==> config.mk <==
export PLATFORM = sky130hd
export DESIGN_NAME = dragon_body_scheduler
export DESIGN_NICKNAME = d
export VERILOG_FILES = /design/src/rtl/dragon_pkg.sv /design/src/rtl/dragon_body_scheduler_vsync.sv /design/src/rtl/dragon_body_scheduler.sv
export SDC_FILE = /design/constraint.sdc
export NUM_CORES = 1
export LEC_CHECK = 0
export BUFFER_PORTS_ARGS = -buffer_cell sky130_fd_sc_hd__buf_2
export CAP_MARGIN = 30
export CORE_ASPECT_RATIO = 1.75
export CORE_MARGIN = 1.5
export CORE_UTILIZATION = 53
export CTS_BUF_LIST = sky130_fd_sc_hd__clkbuf_2 sky130_fd_sc_hd__clkbuf_4 sky130_fd_sc_hd__clkbuf_8
export DETAILED_ROUTE_END_ITERATION = 8
export PLACE_DENSITY_LB_ADDON = 0.3
export SYNTH_ARGS = -nofsm -noshare
export SYNTH_HDL_FRONTEND = slang
export SYNTH_HIERARCHICAL = 1
export SYNTH_SLANG_ARGS = --single-unit
export TNS_END_PERCENT = 1
==> constraint.sdc <==
create_clock -name clk -period 1.8 [get_ports clk]
set_input_delay 0.36 -clock clk [delete_from_list [all_inputs] [get_ports clk]]
set_output_delay 0.36 -clock clk [all_outputs]
set_load 0.03 [all_outputs]
==> src/rtl/dragon_pkg.sv <==
// Shared definitions for the dragon body queue and its scheduler.
// Body command codes and scheduler FSM encodings.
package dragon_pkg;

  localparam logic [1:0] CMD_MOVE = 2'b00;
  localparam logic [1:0] CMD_HEAL = 2'b01;
  localparam logic [1:0] CMD_HIT  = 2'b10;
  localparam logic [1:0] CMD_IDLE = 2'b11;

  typedef enum logic [1:0] {
    ST_IDLE = 2'd0,
    ST_GROW = 2'd1,
    ST_PLAY = 2'd2,
    ST_DEAD = 2'd3
  } sched_state_t;

endpackage

==> src/rtl/dragon_body_scheduler_vsync.sv <==
// Rising-edge detector for the frame sync level.
// Shared by every block that advances once per frame.
module vsync_edge_detect (
  input  logic clk,
  input  logic reset,
  input  logic vsync,
  output logic frame_tick
);

  logic pre_vsync;

  always_ff @(posedge clk) begin
    if (!reset) pre_vsync <= 1'b0;
    else        pre_vsync <= vsync;
  end

  assign frame_tick = vsync & ~pre_vsync;

endmodule

==> src/rtl/dragon_body_scheduler.sv <==
// Frame sequencer for the dragon body queue: movement counter,
// heal/hit arbitration, shadow length, cooldown and game over.
module dragon_body_scheduler #(
  parameter int MOVE_PERIOD  = 10,
  parameter int HIT_COOLDOWN = 60,
  parameter int START_LEN    = 3,
  parameter int MAX_LEN      = 7
) (
  input  logic       clk,
  input  logic       reset,
  input  logic       vsync,
  input  logic       start,
  input  logic       heal_req,
  input  logic       hit_req,
  output logic [1:0] states,
  output logic [5:0] movement_counter,
  output logic       move_tick,
  output logic [2:0] length,
  output logic       invulnerable,
  output logic       game_over
);
  import dragon_pkg::*;

  localparam logic [5:0] MOVE_TOP = 6'(MOVE_PERIOD);
  localparam logic [6:0] COOL_LD  = 7'(HIT_COOLDOWN);
  localparam logic [2:0] START_L  = 3'(START_LEN);
  localparam logic [2:0] MAX_L    = 3'(MAX_LEN);

  logic         frame_tick;
  sched_state_t state, state_nx;
  logic         heal_pend, heal_pend_nx;
  logic         hit_pend, hit_pend_nx;
  logic [6:0]   cool, cool_nx;
  logic [5:0]   cnt_nx;
  logic [2:0]   len_nx;
  logic [1:0]   cmd_nx;

  vsync_edge_detect u_edge (
    .clk        (clk),
    .reset      (reset),
    .vsync      (vsync),
    .frame_tick (frame_tick)
  );

  always_ff @(posedge clk) begin
    if (!reset) state <= ST_IDLE;
    else        state <= state_nx;
  end

  always_comb begin
    state_nx     = state;
    cmd_nx       = CMD_IDLE;
    len_nx       = length;
    cool_nx      = cool;
    cnt_nx       = movement_counter;
    heal_pend_nx = 1'b0;
    hit_pend_nx  = 1'b0;
    move_tick    = 1'b0;
    unique case (state)
      ST_IDLE, ST_DEAD: begin
        if (start) state_nx = ST_GROW;
      end
      ST_GROW: begin
        if (length == START_L) begin
          state_nx = ST_PLAY;
        end else if (frame_tick) begin
          cmd_nx = CMD_HEAL;
          len_nx = length + 3'd1;
        end
      end
      ST_PLAY: begin
        heal_pend_nx = heal_pend;
        hit_pend_nx  = hit_pend;
        if (frame_tick) begin
          if (cool != 7'd0) cool_nx = cool - 7'd1;
          if (movement_counter == MOVE_TOP) begin
            cnt_nx    = 6'd0;
            move_tick = 1'b1;
          end else begin
            cnt_nx = movement_counter + 6'd1;
          end
          // hit wins; a waiting heal stays pending for the next frame
          if (hit_pend) begin
            hit_pend_nx = 1'b0;
            if (!invulnerable) begin
              cmd_nx  = CMD_HIT;
              len_nx  = length - 3'd1;
              cool_nx = COOL_LD;
              if (length == 3'd1) state_nx = ST_DEAD;
            end
          end else if (heal_pend) begin
            heal_pend_nx = 1'b0;
            if (length != MAX_L) begin
              cmd_nx = CMD_HEAL;
              len_nx = length + 3'd1;
            end
          end
        end
        heal_pend_nx = heal_pend_nx | heal_req;
        hit_pend_nx  = hit_pend_nx | hit_req;
      end
      default: state_nx = ST_IDLE;
    endcase
    if (state_nx != ST_PLAY) begin
      cnt_nx  = 6'd0;
      cool_nx = 7'd0;
    end
  end

  always_ff @(posedge clk) begin
    if (!reset) begin
      states           <= CMD_IDLE;
      movement_counter <= 6'd0;
      length           <= 3'd0;
      cool             <= 7'd0;
      heal_pend        <= 1'b0;
      hit_pend         <= 1'b0;
    end else begin
      states           <= cmd_nx;
      movement_counter <= cnt_nx;
      length           <= len_nx;
      cool             <= cool_nx;
      heal_pend        <= heal_pend_nx;
      hit_pend         <= hit_pend_nx;
    end
  end

  assign invulnerable = (cool != 7'd0);
  assign game_over    = (state == ST_DEAD);

endmodule

==> results of run 1 <==
power by group:
group / internal [uW] / total (uW) / switching, uW
Clock: 173 / 335 / 162
Sequential: 518 / 523 / 4.91
Combinational: 59.3 / 132 / 72.6
synthesized netlist by cell type, types with 2 or more instances:
| cell | instances | area, um2 |
|---|---|---|
| nor2_1 | 9 | 33.78 |
| nor4_4 | 2 | 42.54 |
| a31oi_1 | 3 | 18.77 |
| nand3_1 | 2 | 10.01 |
| or3_1 | 2 | 12.51 |
| a21o_1 | 2 | 15.01 |
| nand3b_1 | 2 | 15.01 |
| nor4_1 | 3 | 18.77 |
| nand2_1 | 13 | 48.80 |
| or2_2 | 2 | 12.51 |
| nand4_1 | 4 | 25.02 |
| nor4_2 | 4 | 50.05 |
| nor3_1 | 5 | 25.02 |
| a211oi_2 | 2 | 25.02 |
| and2_1 | 4 | 25.02 |
| ha_1 | 13 | 162.7 |
| dfxtp_1 | 23 | 460.4 |
| inv_1 | 11 | 41.29 |
| a211oi_1 | 3 | 22.52 |
| a21oi_1 | 9 | 45.04 |
| and3_1 | 2 | 12.51 |
| clkbuf_1 | 3 | 11.26 |
| xor2_1 | 5 | 43.79 |
| nand2b_1 | 5 | 31.28 |
| o21ai_0 | 3 | 15.01 |
kinds of logic after synthesis:
logic type,Yosys count,share of synthesized area
xor+xnor,6,0.03630
buf+inv,18,0.05445
compound gates,33,0.1746
fa+ha+maj,13,0.1124
flops,23,0.3181
simple gates,66,0.3042
timing repair:
| item | in CTS | in global routing |
|---|---|---|
| buffers inserted | 1 | 0 |
| pin swaps | 1 | 5 |
| resized for setup | 2 | 19 |
| endpoints found under the hold margin | 0 | 0 |
| setup endpoints to repair | 19 | 21 |
cell type report:
class	instances	area (um2)	share of cell area
Clock buffer	4	48.80	0.02511
Inverter	12	45.04	0.02318
Multi-Input combinational cell	118	989.7	0.5093
Sequential cell	23	469.2	0.2415
Tap cell	26	32.53	0.01674
Timing Repair Buffer	52	357.8	0.1842
worst max path at each step:
stage / slack, ps / endpoint / cells past startpoint
after floorplan: -60 / cool[5] / 7
after global placement: -30 / cool[5] / 7
after detailed placement: -100 / movement_counter[2] / 7
after CTS: -120 / movement_counter[3] / 7
after global routing: -160 / cool[5] / 7
final: -80 / cool[5] / 7
per-stage QoR:
stage,cell area [um2],hold slack [ps],total power (uW),setup slack (ps)
4_1_cts,1884,310.4,990.4,-123.7
5_1_grt,1943,318.3,1032,-158.7
6_report,1943,307.8,989.7,-83.17
2_1_floorplan,1471,452.2,604.6,-61.38
3_3_place_gp,1817,473.6,653.0,-25.60
3_5_place_dp,1817,495.1,658.0,-102.8
registers in the layout, indices dropped and copies added (netlist names):
| name | count |
|---|---|
| states | 2 |
| hit_pend | 1 |
| cool | 7 |
| u_edge/pre_vsync | 1 |
| state | 2 |
| heal_pend | 1 |
| movement_counter | 6 |
| length | 3 |
routing by layer:
metal	share of wire	global-route usage	wire, um
met3	0.038	0.04229	140
met2	0.57	0.5043	2104
met4	0.036	0.1493	132
met1	0.36	0.2574	1324
met5	0	0	0
critical path, stage by stage (launching register included):
cell     delay (ps)
dfxtp_2         330
inv_2            70
ha_4            140
or4b_4          510
nor4_4          220
o31ai_4         140
buf_12          170
nor4_4          220
==> impl_results.md, run 1 <==
* Status: complete, but fails checks
* Violated checks: setup timing
* GRT Overall Usage at 0.2638
* Most frequent cells in the layout: buf_4, buf_2, dfxtp_1, nand2_1
* Worst setup margin at -83.17 ps
* Data arrival time at the worst-slack endpoint at 2060 ps
* Normalized max-slew margin at 0.7154
* Later-pin clock latency in the skew report at 260 ps
* Share of synthesized registers carrying an async set or reset at 0
* Destination of the worst register-to-register timing path: cool[5]
* Router iterations before antenna repair at 5
* Vias post-DR at 1426
* DP Cell Count at 230
* Starting density of the core at 0.5672
* EDFF count, synth at 0
* Count of antenna-violating nets left after detailed routing at 0
* Critical Path Source: cool[0]
* Pin count of the biggest net entering global routing at 13
* Average cell area after synthesis at 9.105 um2
* Antenna diode count at 0
* Count of different cell masters after synthesis at 48
* Maximum buffer depth of the clock tree at 2
* Detailed-route wire length per cell at 15.75 um
* VDD IR max at 0.3551 mV
* Static Leak at 0.0008198 uW
* Violation count after the first detailed-routing iteration at 40
* Worst path required time at 1980 ps
* Final #Nets at 229
* Min-Delay Path Class: in -> reg
* Buffers added on ports at 19
* Largest fanout of any net on the critical path at 9
* Logic depth of the worst register-to-register path at 7
* Via density per instance at 6.068
* Fraction of layout cells with a size suffix above 1 at 0.4402
* GP Congestion at 0.8853
* Root buffer selected by CTS: clkbuf_8
* Final Critical Period at 1883 ps
* Number of core rows at 24
* Number of antenna violations at the first check in global routing at 0
* Post-route fraction of the period consumed by the critical path at 1.046
* Worst r2r src: cool[0]
* Power density cells at 509.3 mW/mm2
* Area of the die at 0.003066 mm2
* Critical Path Source Type: register
* Clock tree from TritonCTS: done
* Unrepaired setup endpoints after global routing: true
* Hold depth at 3
* Category of the worst setup path capture point: register
* Final count of negative-setup-slack endpoints at 11
* Placeable core region at 0.002552 mm2
* Die Span X at 42.51 um
* Max-Cap Viols at 0
* HPWL Detailed at 2872 um
* Post-Route Utilization at 0.7613
* Final-report hold violation count at 0
* H-Tree Depth at 1
* Register bit count reported by yosys at 23
* Most common cell after layout, fill and taps aside: buf_4
* Clock edge transition at the registers on the reported setup and hold paths at 80 ps
* Die Ht at 72.14 um
* Cell area after synthesis at 0.001448 mm2
* Total wirelength of the detailed-routed design at 3701 um
* Maximum operating frequency at 0.5310 GHz
* Final Max Slew Viols at 0
* Setup slack of the worst register-to-register path at -80 ps
* Slew at the pin closest to its max-slew limit at 426.9 ps
* IO Count at 20
* Hold endpoint: hit_pend
* Wire length of the first global-routing pass at 6389 um
* Number of fill cells in the layout at 190
* Post-Route Skew at 4.988 ps
* Count of placed standard cells in the final layout, fillers left out at 235
* Number of buffers added to fix hold violations after cts at 0
* Most used flip-flop cell after synthesis: dfxtp_1
* Post-synthesis cell count at 159
* Overflow left after global routing at 0
* Syn nets at 178
* Setup Crit Path Kind: reg -> reg
* DRC violations left at 0
* Synth warn at 6
* Number of global-route vias before repair at 1526
* CTS buffer count at 3
* Synthesis-to-layout area growth at 34.23%
* Clock Sinks at 23
* Register area share after synthesis at 0.3181
* Setup Total Neg Slack at -392.1 ps
* Startpoint of the tightest hold check path: hit_req
Note: power is estimated with default switching activity, not from simulation.
==> inputs of run 2 (changes only) <==
--- a/config.mk
+++ b/config.mk
@@ -5,13 +5,14 @@
 export SDC_FILE = /design/constraint.sdc
 export NUM_CORES = 1
 export LEC_CHECK = 0
-export BUFFER_PORTS_ARGS = -buffer_cell sky130_fd_sc_hd__buf_2
+export ABC_AREA = 1
 export CAP_MARGIN = 30
 export CORE_ASPECT_RATIO = 1.75
 export CORE_MARGIN = 1.5
 export CORE_UTILIZATION = 53
 export CTS_BUF_LIST = sky130_fd_sc_hd__clkbuf_2 sky130_fd_sc_hd__clkbuf_4 sky130_fd_sc_hd__clkbuf_8
 export DETAILED_ROUTE_END_ITERATION = 8
+export DONT_BUFFER_PORTS = 1
 export PLACE_DENSITY_LB_ADDON = 0.3
 export SYNTH_ARGS = -nofsm -noshare
 export SYNTH_HDL_FRONTEND = slang
==> constraint.sdc (replaced) <==
create_clock -name clk -period 1.9 [get_ports clk]
set_input_delay 0.38 -clock clk [delete_from_list [all_inputs] [get_ports clk]]
set_output_delay 0.38 -clock clk [all_outputs]
set_load 0.03 [all_outputs]
==> impl_results.md, run 2 <==
* Clock Sinks at 23
* Pin count of the biggest net entering global routing at 14
* Number of antenna violations at the first check in global routing at 0
* EDFF count, synth at 0
* Number of core rows at 24
* Biggest area contributors in the synthesized netlist: dfxtp_1, ha_1, inv_1, nand2_1, nor2_1
* Router iterations before antenna repair at 4
* Synth warn at 6
* CTS buffer count at 3
* Crit. path cell count at 4
* Static Leak at 0.0007044 uW
* Count of antenna-violating nets left after detailed routing at 0
* Post-Route Utilization at 0.6150
* Final-report hold violation count at 0
* Leading area contributor after synthesis: dfxtp_1
* Overflow left after global routing at 0
* Vias post-DR at 1231
* Most frequent cells in the layout: inv_1, nand2_1, nor2_1, dfxtp_1, o21ai_0
* Worst r2r src: state[0]
* Clock tree from TritonCTS: done
* Final Critical Period at 1779 ps
* Top cell types by occurrence after synthesis: inv_1, nand2_1, nor2_1
* Register name with the most flops: cool
* Post-synthesis share of cell area spent on and, or, nand and nor gates at 0.2949
* Largest fanout of any net on the critical path at 5
* Area share of the largest cell type after synthesis at 0.3289
* Maximum operating frequency at 0.5621 GHz
* Worst path required time at 1520 ps
* DP Cell Count at 224
* Later-pin clock latency in the skew report at 260 ps
* H-Tree Depth at 1
* Max reg flops at 7
* Final Max Slew Viols at 0
* Logic depth of the worst register-to-register path at 9
* Setup slack of the worst register-to-register path at 210 ps
* Register area share after synthesis at 0.3289
* Setup Total Neg Slack at 0 ps
* Post-Route Hold Slack at 203.5 ps
* Register bit count reported by yosys at 23
* Biggest registers after layout: cool x7, movement_counter x6, length x3
* Die Ht at 70.99 um
* Violation count after the first detailed-routing iteration at 22
* Final count of negative-setup-slack endpoints at 0
* Die Span X at 41.85 um
* Share of the synthesized area in compound gates (AO/OA/AOI/OAI) at 0.1162
* Category of the worst setup path capture point: primary output
* GRT Overall Usage at 0.1989
* Synthesis-to-layout area growth at 9.473%
* Status: finished, final reports clean
* Fraction of layout cells with a size suffix above 1 at 0.1683
* Count of different cell masters after synthesis at 28
* Clock edge transition at the registers on the reported setup and hold paths at 80 ps
* Number of buffers added to fix hold violations after cts at 0
* Xor and xnor fraction of the mapped netlist area at 0.04379
* Normalized max-slew margin at 0.7324
* Placeable core region at 0.002492 mm2
* Critical Path Source: movement_counter[5]
* Share of synthesized registers carrying an async set or reset at 0
* Destination of the worst register-to-register timing path: cool[0]
* Cell-by-cell listing of the critical path: nor3_1 > nand3_1 > nor2_1 > buf_4
* Buffers added on ports at 0
* Cell area after synthesis at 0.001400 mm2
* Post-route fraction of the period consumed by the critical path at 0.9364
* Count of placed standard cells in the final layout, fillers left out at 228
* HPWL Detailed at 2149 um
* Root buffer selected by CTS: clkbuf_8
* Main combinational cell family by area after synthesis: simple AND/OR/NAND/NOR gates
* Power density cells at 571.9 mW/mm2
* Wire length of the first global-routing pass at 4685 um
* Destination of the critical timing path: move_tick
* Post-Route Skew at 2.691 ps
* Min-Delay Path Class: in -> reg
* Critical path's slowest cell: dfxtp_1
* Average cell area after synthesis at 7.330 um2
* Via density per instance at 5.399
* Number of fill cells in the layout at 242
* Maximum buffer depth of the clock tree at 2
* Worst path top cell family by delay: simple AND/OR/NAND/NOR gates
* Post-cts sizing count at 0
* Syn nets at 210
* Crit path buffers/inverters at 1
* Antenna diode count at 0
* Setup Crit Path Kind: reg -> out
* Most used flip-flop cell after synthesis: dfxtp_1
* Number of global-route vias before repair at 1184
* Unrepaired setup endpoints after global routing: false
* Count leader, synth: inv_1
* IO Count at 20
* Slowest cell delay on critical path at 430 ps
* Post CTS Setup Buffer Count at 0
* Post-synthesis cell count at 191
* Max-Cap Viols at 0
* Total area of sequential cells at 460.4 um2
* Multiplexer share of the synthesized area at 0
* GP Congestion at 0.8302
* Most common cell after layout, fill and taps aside: inv_1
* Final #Nets at 222
* Critical Path Source Type: register
* Detailed-route wire length per cell at 12.21 um
* Slew at the pin closest to its max-slew limit at 400.8 ps
* Area occupied by multi-input gates at 802.0 um2
* Area of the die at 0.002971 mm2
* Share of synthesized cell area in full adder, half adder and majority cells at 0.1162
* VDD IR max at 0.4305 mV
* Starting density of the core at 0.5617
* Data arrival time at the worst-slack endpoint at 1400 ps
* Total wirelength of the detailed-routed design at 2784 um
* DRC violations left at 0
run 2: layout make-up:
class | instances | share of cell area
multi-input combinational | 135 | 0.5233
sequential | 23 | 0.3004
inverter | 29 | 0.07102
timing repair buffer | 11 | 0.05388
clock buffer | 3 | 0.02694
tap | 26 | 0.02122
clock inverter | 1 | 0.003265
run 2: worst min-delay path by stage:
stage	startpoint	to	slack, ps	cells past startpoint
final	vsync	u_edge/pre_vsync	200	2
after CTS	vsync	u_edge/pre_vsync	200	2
after floorplan	heal_pend	heal_pend	450	2
after global placement	heal_pend	heal_pend	470	2
after detailed placement	heal_pend	heal_pend	480	2
after global routing	vsync	u_edge/pre_vsync	200	2
run 2: through the flow:
step	power (uW)	setup slack, ps	area, um2
after floorplan	560.3	167.2	1400
after global placement	573.0	247.0	1484
after detailed placement	577.0	154.9	1484
after CTS	883.9	57.76	1530
after global routing	910.4	13.54	1533
final	876.6	120.9	1533
run 2: report_power, final:
group | internal (uW) | total, uW | switching, uW
Sequential | 490 | 502 | 11.8
Clock | 146 | 310 | 163
Combinational | 23.1 | 64.9 | 41.8
Total | 660 | 877 | 217
run 2: per-layer routing:
layer | up-vias | share of wire | global-route usage
li1 | 629 | - | -
met5 | - | 0 | 0
met1 | 568 | 0.39 | 0.2179
met4 | 0 | 0.022 | 0.1004
met3 | 7 | 0.031 | 0.02551
met2 | 27 | 0.56 | 0.3628
run 2: cell families (layout without fill, tap and decap cells):
group / Yosys count / in the layout
AO/OA/AOI/OAI: 28 / 28
XOR/XNOR: 7 / 7
adder cells (fa/ha/maj): 13 / 13
buffers and inverters: 33 / 44
flip-flops: 23 / 23
AND/OR/NAND/NOR: 87 / 87
